## config.mk

```make
export PLATFORM = sky130hd
export DESIGN_NAME = reg_block
export DESIGN_NICKNAME = d
export VERILOG_FILES = /design/src/rtl/reg_block.sv
export SDC_FILE = /design/constraint.sdc
export NUM_CORES = 1
export LEC_CHECK = 0
export ABC_CLOCK_PERIOD_IN_PS = 1900
export CORE_MARGIN = 5
export CORE_UTILIZATION = 35
export DETAILED_ROUTE_END_ITERATION = 6
export SYNTH_ARGS = -nofsm -noshare
export SYNTH_HDL_FRONTEND = slang
export SYNTH_SLANG_ARGS = --single-unit
```

## constraint.sdc

```tcl
create_clock -name clk -period 1.9 [get_ports clk]
set_input_delay 0.38 -clock clk [delete_from_list [all_inputs] [get_ports clk]]
set_output_delay 0.38 -clock clk [all_outputs]
set_load 0.05 [all_outputs]
```

## src/rtl/reg_block.sv

```systemverilog
// reg_block: word-addressed register file on the peripheral bus.
// Holds ID, CTRL, STATUS, PEND (write-1-to-clear), MASK, SCRATCH and an
// optional one-shot countdown TIMER. Reads are returned one cycle after rd.
// Optional feature macro: REG_BLOCK_TIMER_EN enables the TIMER register,
// its countdown and the PEND[31] expiry source.
module reg_block #(
  parameter int          ADDR_W   = 4,
  parameter logic [31:0] ID_VALUE = 32'h5045_0001
) (
  input  logic              clk,
  input  logic              reset,
  input  logic              wr,
  input  logic              rd,
  input  logic [ADDR_W-1:0] addr,
  input  logic [31:0]       data_i,
  output logic [31:0]       data_o,
  output logic [31:0]       ctrl_o,
  input  logic [31:0]       status_i,
  input  logic [30:0]       event_i,
  output logic              irq_o
);

  logic [31:0] idx;
  logic [31:0] status_q;
  logic [31:0] ctrl_q;
  logic [31:0] pend_q;
  logic [31:0] mask_q;
  logic [31:0] scratch_q;
  logic [31:0] rd_val;
  logic [31:0] w1c;
  logic [31:0] pend_next;
  logic        expire;
  logic        wr_ctrl;
  logic        wr_pend;
  logic        wr_mask;
  logic        wr_scratch;

  assign idx        = 32'(addr);
  assign wr_ctrl    = wr && (idx == 32'd1);
  assign wr_pend    = wr && (idx == 32'd3);
  assign wr_mask    = wr && (idx == 32'd4);
  assign wr_scratch = wr && (idx == 32'd5);
  assign ctrl_o     = ctrl_q;

`ifdef REG_BLOCK_TIMER_EN
  logic [31:0] timer_q;
  logic [31:0] timer_next;
  logic        wr_timer;

  assign wr_timer = wr && (idx == 32'd6);

  // Countdown: a bus write overrides the decrement; the 1->0 step flags expiry.
  always_comb begin
    timer_next = timer_q;
    expire     = 1'b0;
    if (wr_timer) begin
      timer_next = data_i;
    end else if (ctrl_q[0] && (timer_q != 32'd0)) begin
      timer_next = timer_q - 32'd1;
      expire     = (timer_q == 32'd1);
    end
  end

  // Timer count register.
  always_ff @(posedge clk) begin
    if (reset) begin
      timer_q <= 32'd0;
    end else begin
      timer_q <= timer_next;
    end
  end
`else
  assign expire = 1'b0;
`endif

  // Pending bits: clear by write-1, but a same-cycle set always survives.
  always_comb begin
    w1c       = wr_pend ? data_i : 32'd0;
    pend_next = (pend_q & ~w1c) | {expire, event_i};
  end

  // Read mux uses current register values, so a same-cycle write is not seen.
  always_comb begin
    rd_val = 32'd0;
    case (idx)
      32'd0:   rd_val = ID_VALUE;
      32'd1:   rd_val = ctrl_q;
      32'd2:   rd_val = status_q;
      32'd3:   rd_val = pend_q;
      32'd4:   rd_val = mask_q;
      32'd5:   rd_val = scratch_q;
`ifdef REG_BLOCK_TIMER_EN
      32'd6:   rd_val = timer_q;
`endif
      default: rd_val = 32'd0;
    endcase
  end

  // Register state, registered read data and the level interrupt.
  always_ff @(posedge clk) begin
    if (reset) begin
      status_q  <= 32'd0;
      ctrl_q    <= 32'd0;
      pend_q    <= 32'd0;
      mask_q    <= 32'd0;
      scratch_q <= 32'd0;
      data_o    <= 32'd0;
      irq_o     <= 1'b0;
    end else begin
      status_q <= status_i;
      pend_q   <= pend_next;
      irq_o    <= |(pend_q & mask_q);
      if (wr_ctrl) begin
        ctrl_q <= data_i;
      end
      if (wr_mask) begin
        mask_q <= data_i;
      end
      if (wr_scratch) begin
        scratch_q <= data_i;
      end
      if (rd) begin
        data_o <= rd_val;
      end
    end
  end

endmodule

```

==> impl_metrics.tcl, run 1 <==
set metrics [dict create \
    synth_top_area_share_pct 50.5 \
    arrival_ns 2.09 \
    synth-main-ff-cell "dfxtp_1" \
    switching_share_pct 25.0 \
    regArea_um2 3860 \
    endpoint_kind "flip-flop" \
    clock-sinks 193 \
    pwr-share-comb_pct 9.2 \
    clk_pin_slew_ns 0.08 \
    hold_path_class "in -> reg" \
    layout_commonest_cell "nand2_1" \
    ir_drop_v 0.000424 \
    die_w_um 158 \
    maxCapViolCount 0 \
    crit_path_frequent_cell "buf_4" \
    globalRouteOverflowTotal 0 \
    worstSetupPathType "in -> reg" \
    synth.area.top_cells "dfxtp_1 51%, nand2_1 11%, a21oi_1 8.3%" \
    min_period_over_period_pct 93.9 \
    portBuffers 167 \
    fin_util_pct 47.6 \
    intPower_uw 6480 \
    tns_ns 0 \
    synth_edf_count 0 \
    tightest_slew_ns 0.400 \
    power_frac_clock_pct 41.6 \
    cts.path.max_buffers 2 \
    pre_cts_slack_ns -0.324 \
    grt_antenna_before_repair 0 \
    p_leak_uw 0.00391 \
    slew_headroom_pct 73.3 \
    synth_area_um2 7650 \
    whs_ns 0.283 \
    fmax_mhz 560 \
    start_util_pct 35.3 \
    crit_fanout 18 \
    finClkSkew_ns 0.0172 \
    fillers 2126 \
    pwr_density_cell_nw_per_um2 838 \
    synth_seq_cells 193 \
    power.share.sequential_pct 49.1 \
    grt_first_pass_wirelength_mm 39.3 \
    grt_pass1_vias 6998 \
    post_cts_buffers 0 \
    area_delta_synth_final_pct 34.9 \
    min_period_ns 1.78 \
    gp_congestion 0.794 \
    setup_viol_count_final 0 \
    wl_per_cell_um 18.7 \
    multi_input_area_um2 3480 \
    cts_inserted_buffers 17 \
    synth-seq-area-share_pct 50.5 \
    cts_root_buf "clkbuf_16" \
    drtAntennaViolNets 0 \
    p_sw_uw 2170 \
    grt_usage_pct 20.4 \
    insertion_delay_ns 0.44 \
    rsz0062_at_grt "no" \
    outcome "finished clean" \
    core_area_um2 21700 \
    die-area_um2 24900 \
    synth_area_per_cell_um2 8.52 \
    cts_max_level 4 \
    power.total_uw 8650 \
    synth_cell_types 37 \
    cts_resized 0 \
    dieHeight_um 158 \
    drc 0 \
    grt_max_degree 77 \
    final.setup.worst_slack_ns 0.116 \
    required_ns 2.20 \
    finalHoldViolations 0 \
    crit_chain "clkdlybuf4s50_1, buf_4, nor3b_4, buf_4, nand3_1, buf_4, nand2_1, a21oi_1" \
    layout_common_cells "220 x nand2_1, 193 x dfxtp_1, 127 x a21oi_1, 105 x buf_4, 100 x clkdlybuf4s50_1" \
    cp-start-kind "input port" \
    num_rows 54 \
    cts.hold.buffers_added 0 \
    dp_hpwl_mm 17.9 \
    synth_cells 898 \
    drive_gt1_share_pct 17.0 \
    cts_tree "built" \
    max_stage_delay_ns 0.53 \
    dr.pass1.iters 5 \
    vias_per_cell 5.16 \
    ios 168 \
    synth_top_area_cell "dfxtp_1" \
    syn_nets 1001 \
    nets 1165 \
    async_flop_share_pct 0 \
    drv_slew 0 \
    critPathSlowestCell "clkdlybuf4s50_1" \
    yosys_warnings 0 \
    wirelength_mm 25.3 \
    drt-initial-drc-count 535 \
    vias 6997 \
]
==> power groups by stage <==
| stage | Sequential, uW | Clock, uW | Combinational (uW) |
|---|---|---|---|
| 2_1_floorplan | 4350 | 0 | 306 |
| 3_3_place_gp | 4340 | 0 | 799 |
| 3_5_place_dp | 4340 | 0 | 801 |
| 4_1_cts | 4250 | 3670 | 804 |
| 5_1_grt | 4260 | 3860 | 863 |
| 6_report | 4250 | 3600 | 800 |
==> area by class of cell <==
cell class                      instances  area share [%]
Sequential cell                       193            37.4
Clock buffer                           20            4.52
Multi-Input combinational cell        627            33.7
Antenna cell                            1          0.0242
Clock inverter                         12            1.19
Timing Repair Buffer                  217            19.5
Inverter                                6           0.218
Tap cell                              280            3.39
==> cell usage after synthesis, drive strengths merged, types with 4 or more instances <==
cell    number
nand4        4
a221oi       4
clkbuf      41
buf         31
inv          6
a211oi       6
nor2b       43
a22oi       72
nand3       34
mux2        27
a21oi      127
nor2        39
nand2      220
o22ai        4
a22o        28
dfxtp      193
==> cells by family (layout without fill, tap and decap cells) <==
group / Yosys count / in the layout / synth area share [%]
simple gates: 355 / 355 / 20.6
compound gates: 244 / 244 / 20.3
flops: 193 / 193 / 50.5
buf+inv: 78 / 255 / 4.48
mux: 28 / 28 / 4.11
other cells: 0 / 1 / 0
==> critical path, delay by kind of cell <==
| family | cells | cell delay [ns] |
|---|---|---|
| simple gates | 3 | 0.48 |
| compound gates | 1 | 0.06 |
| buf+inv | 4 | 1.17 |
==> state kept, by name (all words and copies together), names as in the netlist <==
| register | cells |
|---|---|
| ctrl_o | 32 |
| data_o | 32 |
| mask_q | 32 |
| pend_q | 32 |
| scratch_q | 32 |
| status_q | 32 |
| irq_o | 1 |
==> per-stage QoR <==
| stage | instances | area (um2) |
|---|---|---|
| floorplan | 898 | 7650 |
| finish | 1356 | 10300 |
| global route | 1355 | 10300 |
| global placement | 1323 | 9730 |
| CTS | 1355 | 10300 |
| detailed placement | 1323 | 9730 |
==> routing by layer <==
layer	vias to the layer above	global-route usage [%]	part of all wire, %
li1	3450	-	-
met1	3290	28.4	47
met2	225	31.4	45
met3	32	4.73	6.4
met4	0	6.51	2.0
met5	-	0	0
==> worst paths after layout <==
kind	to	start	depth (start not counted)	slack [ns]
setup / recovery	scratch_q[5]	addr[1]	8	0.12
hold / removal	status_q[30]	reset	2	0.28
setup reg to reg	irq_o	pend_q[0]	4	0.54
hold reg to reg	scratch_q[20]	scratch_q[20]	2	0.45
Note: power is estimated with default switching activity, not from simulation.
==> run 2: changes to the inputs <==
- ABC_AREA: not set -> 1
- ABC_CLOCK_PERIOD_IN_PS: 1900 -> 1500
- DONT_BUFFER_PORTS: not set -> 1
- clock period: 1.9 -> 1.5 ns (I/O delays scaled with it)
==> run 2 against run 1 <==
Critical path type unchanged. Final area increased by 4.2%. Wire length increased by 7.2%. Via count increased by 15%. Utilization decreased by 3.0 points. Clock skew decreased by 0.0062 ns. Sequential share of layout area decreased by 1.5 points. Worst hold slack got worse by 0.26 ns. Worst setup slack got worse by 0.078 ns.
==> impl_metrics.tcl, run 2 <==
set metrics [dict create \
    synth.area.top_cells "dfxtp_1 45%, inv_1 11%, a21oi_1 9.3%" \
    cts.path.max_buffers 2 \
    fmax_mhz 684 \
    hold_path_class "in -> reg" \
    multi_input_area_um2 3410 \
    netlist_top_cells_count "238 x inv_1, 193 x dfxtp_1, 189 x nand2_1, 157 x a21oi_1, 133 x o21ai_0" \
    max_stage_delay_ns 0.55 \
    met1_usage_pct 25.2 \
    outcome "finished clean" \
    drc 0 \
    slew_headroom_pct 58.0 \
    finClkSkew_ns 0.0110 \
    whs_ns 0.0193 \
    syn_nets 1336 \
    required_ns 1.88 \
    cp_top_family "buffers and inverters" \
    synth_cells 1233 \
    p_leak_uw 0.00472 \
    num_rows 57 \
    cp-start-kind "input port" \
    final.setup.worst_slack_ns 0.0377 \
    layout_common_cells "237 x inv_1, 192 x dfxtp_1, 188 x nand2_1, 157 x a21oi_1, 121 x nand3_1" \
    finalHoldViolations 0 \
    grt_antenna_before_repair 0 \
    wl_per_cell_um 16.2 \
    die-area_um2 27500 \
    synth_area_um2 8490 \
    wirelength_mm 27.1 \
    grt_pass1_vias 7709 \
    ir_drop_v 0.000561 \
    grt_max_degree 65 \
    maxCapViolCount 0 \
    dp_hpwl_mm 17.5 \
    crit_fanout 14 \
    pre_cts_slack_ns 0.0597 \
    globalRouteOverflowTotal 0 \
    cts_max_level 4 \
    min_period_over_period_pct 97.5 \
    clock-sinks 193 \
    endpoint_kind "flip-flop" \
    regArea_um2 3860 \
    core_area_um2 24100 \
    crit_path_frequent_cell "nand2_1" \
    tightest_slew_ns 0.628 \
    vias_per_cell 4.79 \
    grt_usage_pct 19.5 \
    placed_cells 1567 \
    antenna_cells 0 \
    synth_most_common_cell "inv_1" \
    crit_buf_inv 4 \
    area_delta_synth_final_pct 26.6 \
    grtUsageMet3_pct 3.74 \
    grt.busiest_layer "met2" \
    drv_slew 0 \
    drive_gt1_share_pct 11.1 \
    synth-main-ff-cell "dfxtp_1" \
    yosys_warnings 0 \
    async_flop_share_pct 0 \
    clk_pin_slew_ns 0.08 \
    die_w_um 166 \
    fillers 2487 \
    start_util_pct 35.2 \
    drtAntennaViolNets 0 \
    worstSetupPathType "in -> reg" \
    synth_edf_count 0 \
    cts_inserted_buffers 17 \
    portBuffers 0 \
    synth_top_area_share_pct 45.5 \
    arrival_ns 1.85 \
    insertion_delay_ns 0.44 \
    instances_no_fill 1677 \
    layout_commonest_cell "inv_1" \
    ios 168 \
    rsz0062_at_grt "yes" \
    place_area_um2 9330 \
    grtUsageMet2_pct 32.7 \
    critPathSlowestCell "dlygate4sd3_1" \
    finalInstanceArea_um2 10800 \
    synth_area_per_cell_um2 6.89 \
    synth_seq_cells 193 \
    crit_chain "inv_1, nor2_4, buf_4, nand3_1, nand2_1, inv_1, nand2_1, nand2_1, a21oi_1, dlygate4sd3_1" \
    pwr_density_cell_nw_per_um2 1020 \
    cts_root_buf "clkbuf_16" \
    min_period_ns 1.46 \
    worst-r2r-setup-slack_ns 0.09 \
    dieHeight_um 166 \
    synth_cell_types 24 \
    synth_top_area_cell "dfxtp_1" \
    tns_ns 0 \
    synth-seq-area-share_pct 45.5 \
    gp_congestion 0.799 \
    nets 1444 \
    drt-initial-drc-count 581 \
    setup_viol_count_final 0 \
    cts_tree "built" \
    dr.pass1.iters 5 \
    vias 8031 \
    grt_first_pass_wirelength_mm 42.8 \
]
==> run 2: worst register-to-register path: stages (launching register included) <==
cell and delay, ns:
dfxtp_1 0.35, nand3_1 0.08, nand2_1 0.10, nor2_1 0.05
nand2_1 0.06, nand2_1 0.05, a21oi_1 0.11, dlygate4sd3_1 0.55
==> run 2: per-layer routing <==
layer | vias to the layer above | routed length (um)
li1 | 4091 | -
met1 | 3679 | 12200
met2 | 227 | 13000
met3 | 34 | 1290
met4 | 0 | 612
met5 | - | 0
==> run 2: per-stage QoR <==
stage          total power, uW  utilization, %
6_report                 11000            44.6
3_3_place_gp              6390            38.7
3_5_place_dp              6400            38.7
5_1_grt                  11400            44.6
4_1_cts                  11000            44.2
2_1_floorplan             6140               -
==> run 2: path summary, 6_finish.rpt <==
path / to / start / depth (start not counted)
setup / recovery: data_o[24] / addr[2] / 10
hold / removal: data_o[15] / rd / 2
setup reg to reg: data_o[26] / pend_q[26] / 7
hold reg to reg: scratch_q[9] / scratch_q[9] / 2
==> run 2: power breakdown <==
part | internal, uW | total [uW] | switching [uW]
Clock | 2230 | 4450 | 2210
Sequential | 5300 | 5440 | 141
Combinational | 427 | 1060 | 635
Total | 7960 | 11000 | 2990
==> run 2: final cells by class <==
cell class	instances	share of cell area [%]
well taps	324	3.77
inverters	240	8.40
repair buffers	164	14.9
clock inverters	13	1.18
flip-flops and latches	193	35.9
clock buffers	18	4.08
multi-input cells	725	31.7
==> run 2: kinds of logic (layout without fill, tap and decap cells) <==
logic type,Yosys count,count (layout),synth area share (%)
buffers and inverters,315,435,14.7
flip-flops,193,193,45.5
AND/OR/NAND/NOR,421,421,21.6
AO/OA/AOI/OAI,304,304,18.2
==> run 2: timing repair <==
action | 4_1_cts | 5_1_grt
gates resized for setup | 0 | 29
endpoints found under the setup margin | 0 | 29
hold buffers | 75 | 1
setup buffers | 0 | 4
endpoints found under the hold margin | 97 | 1
==> run 3: changes to the inputs <==
- SLEW_MARGIN: not set -> 30
==> results of run 3 <==
No change in the layout: final DEF, timing and power equal those of run 2.
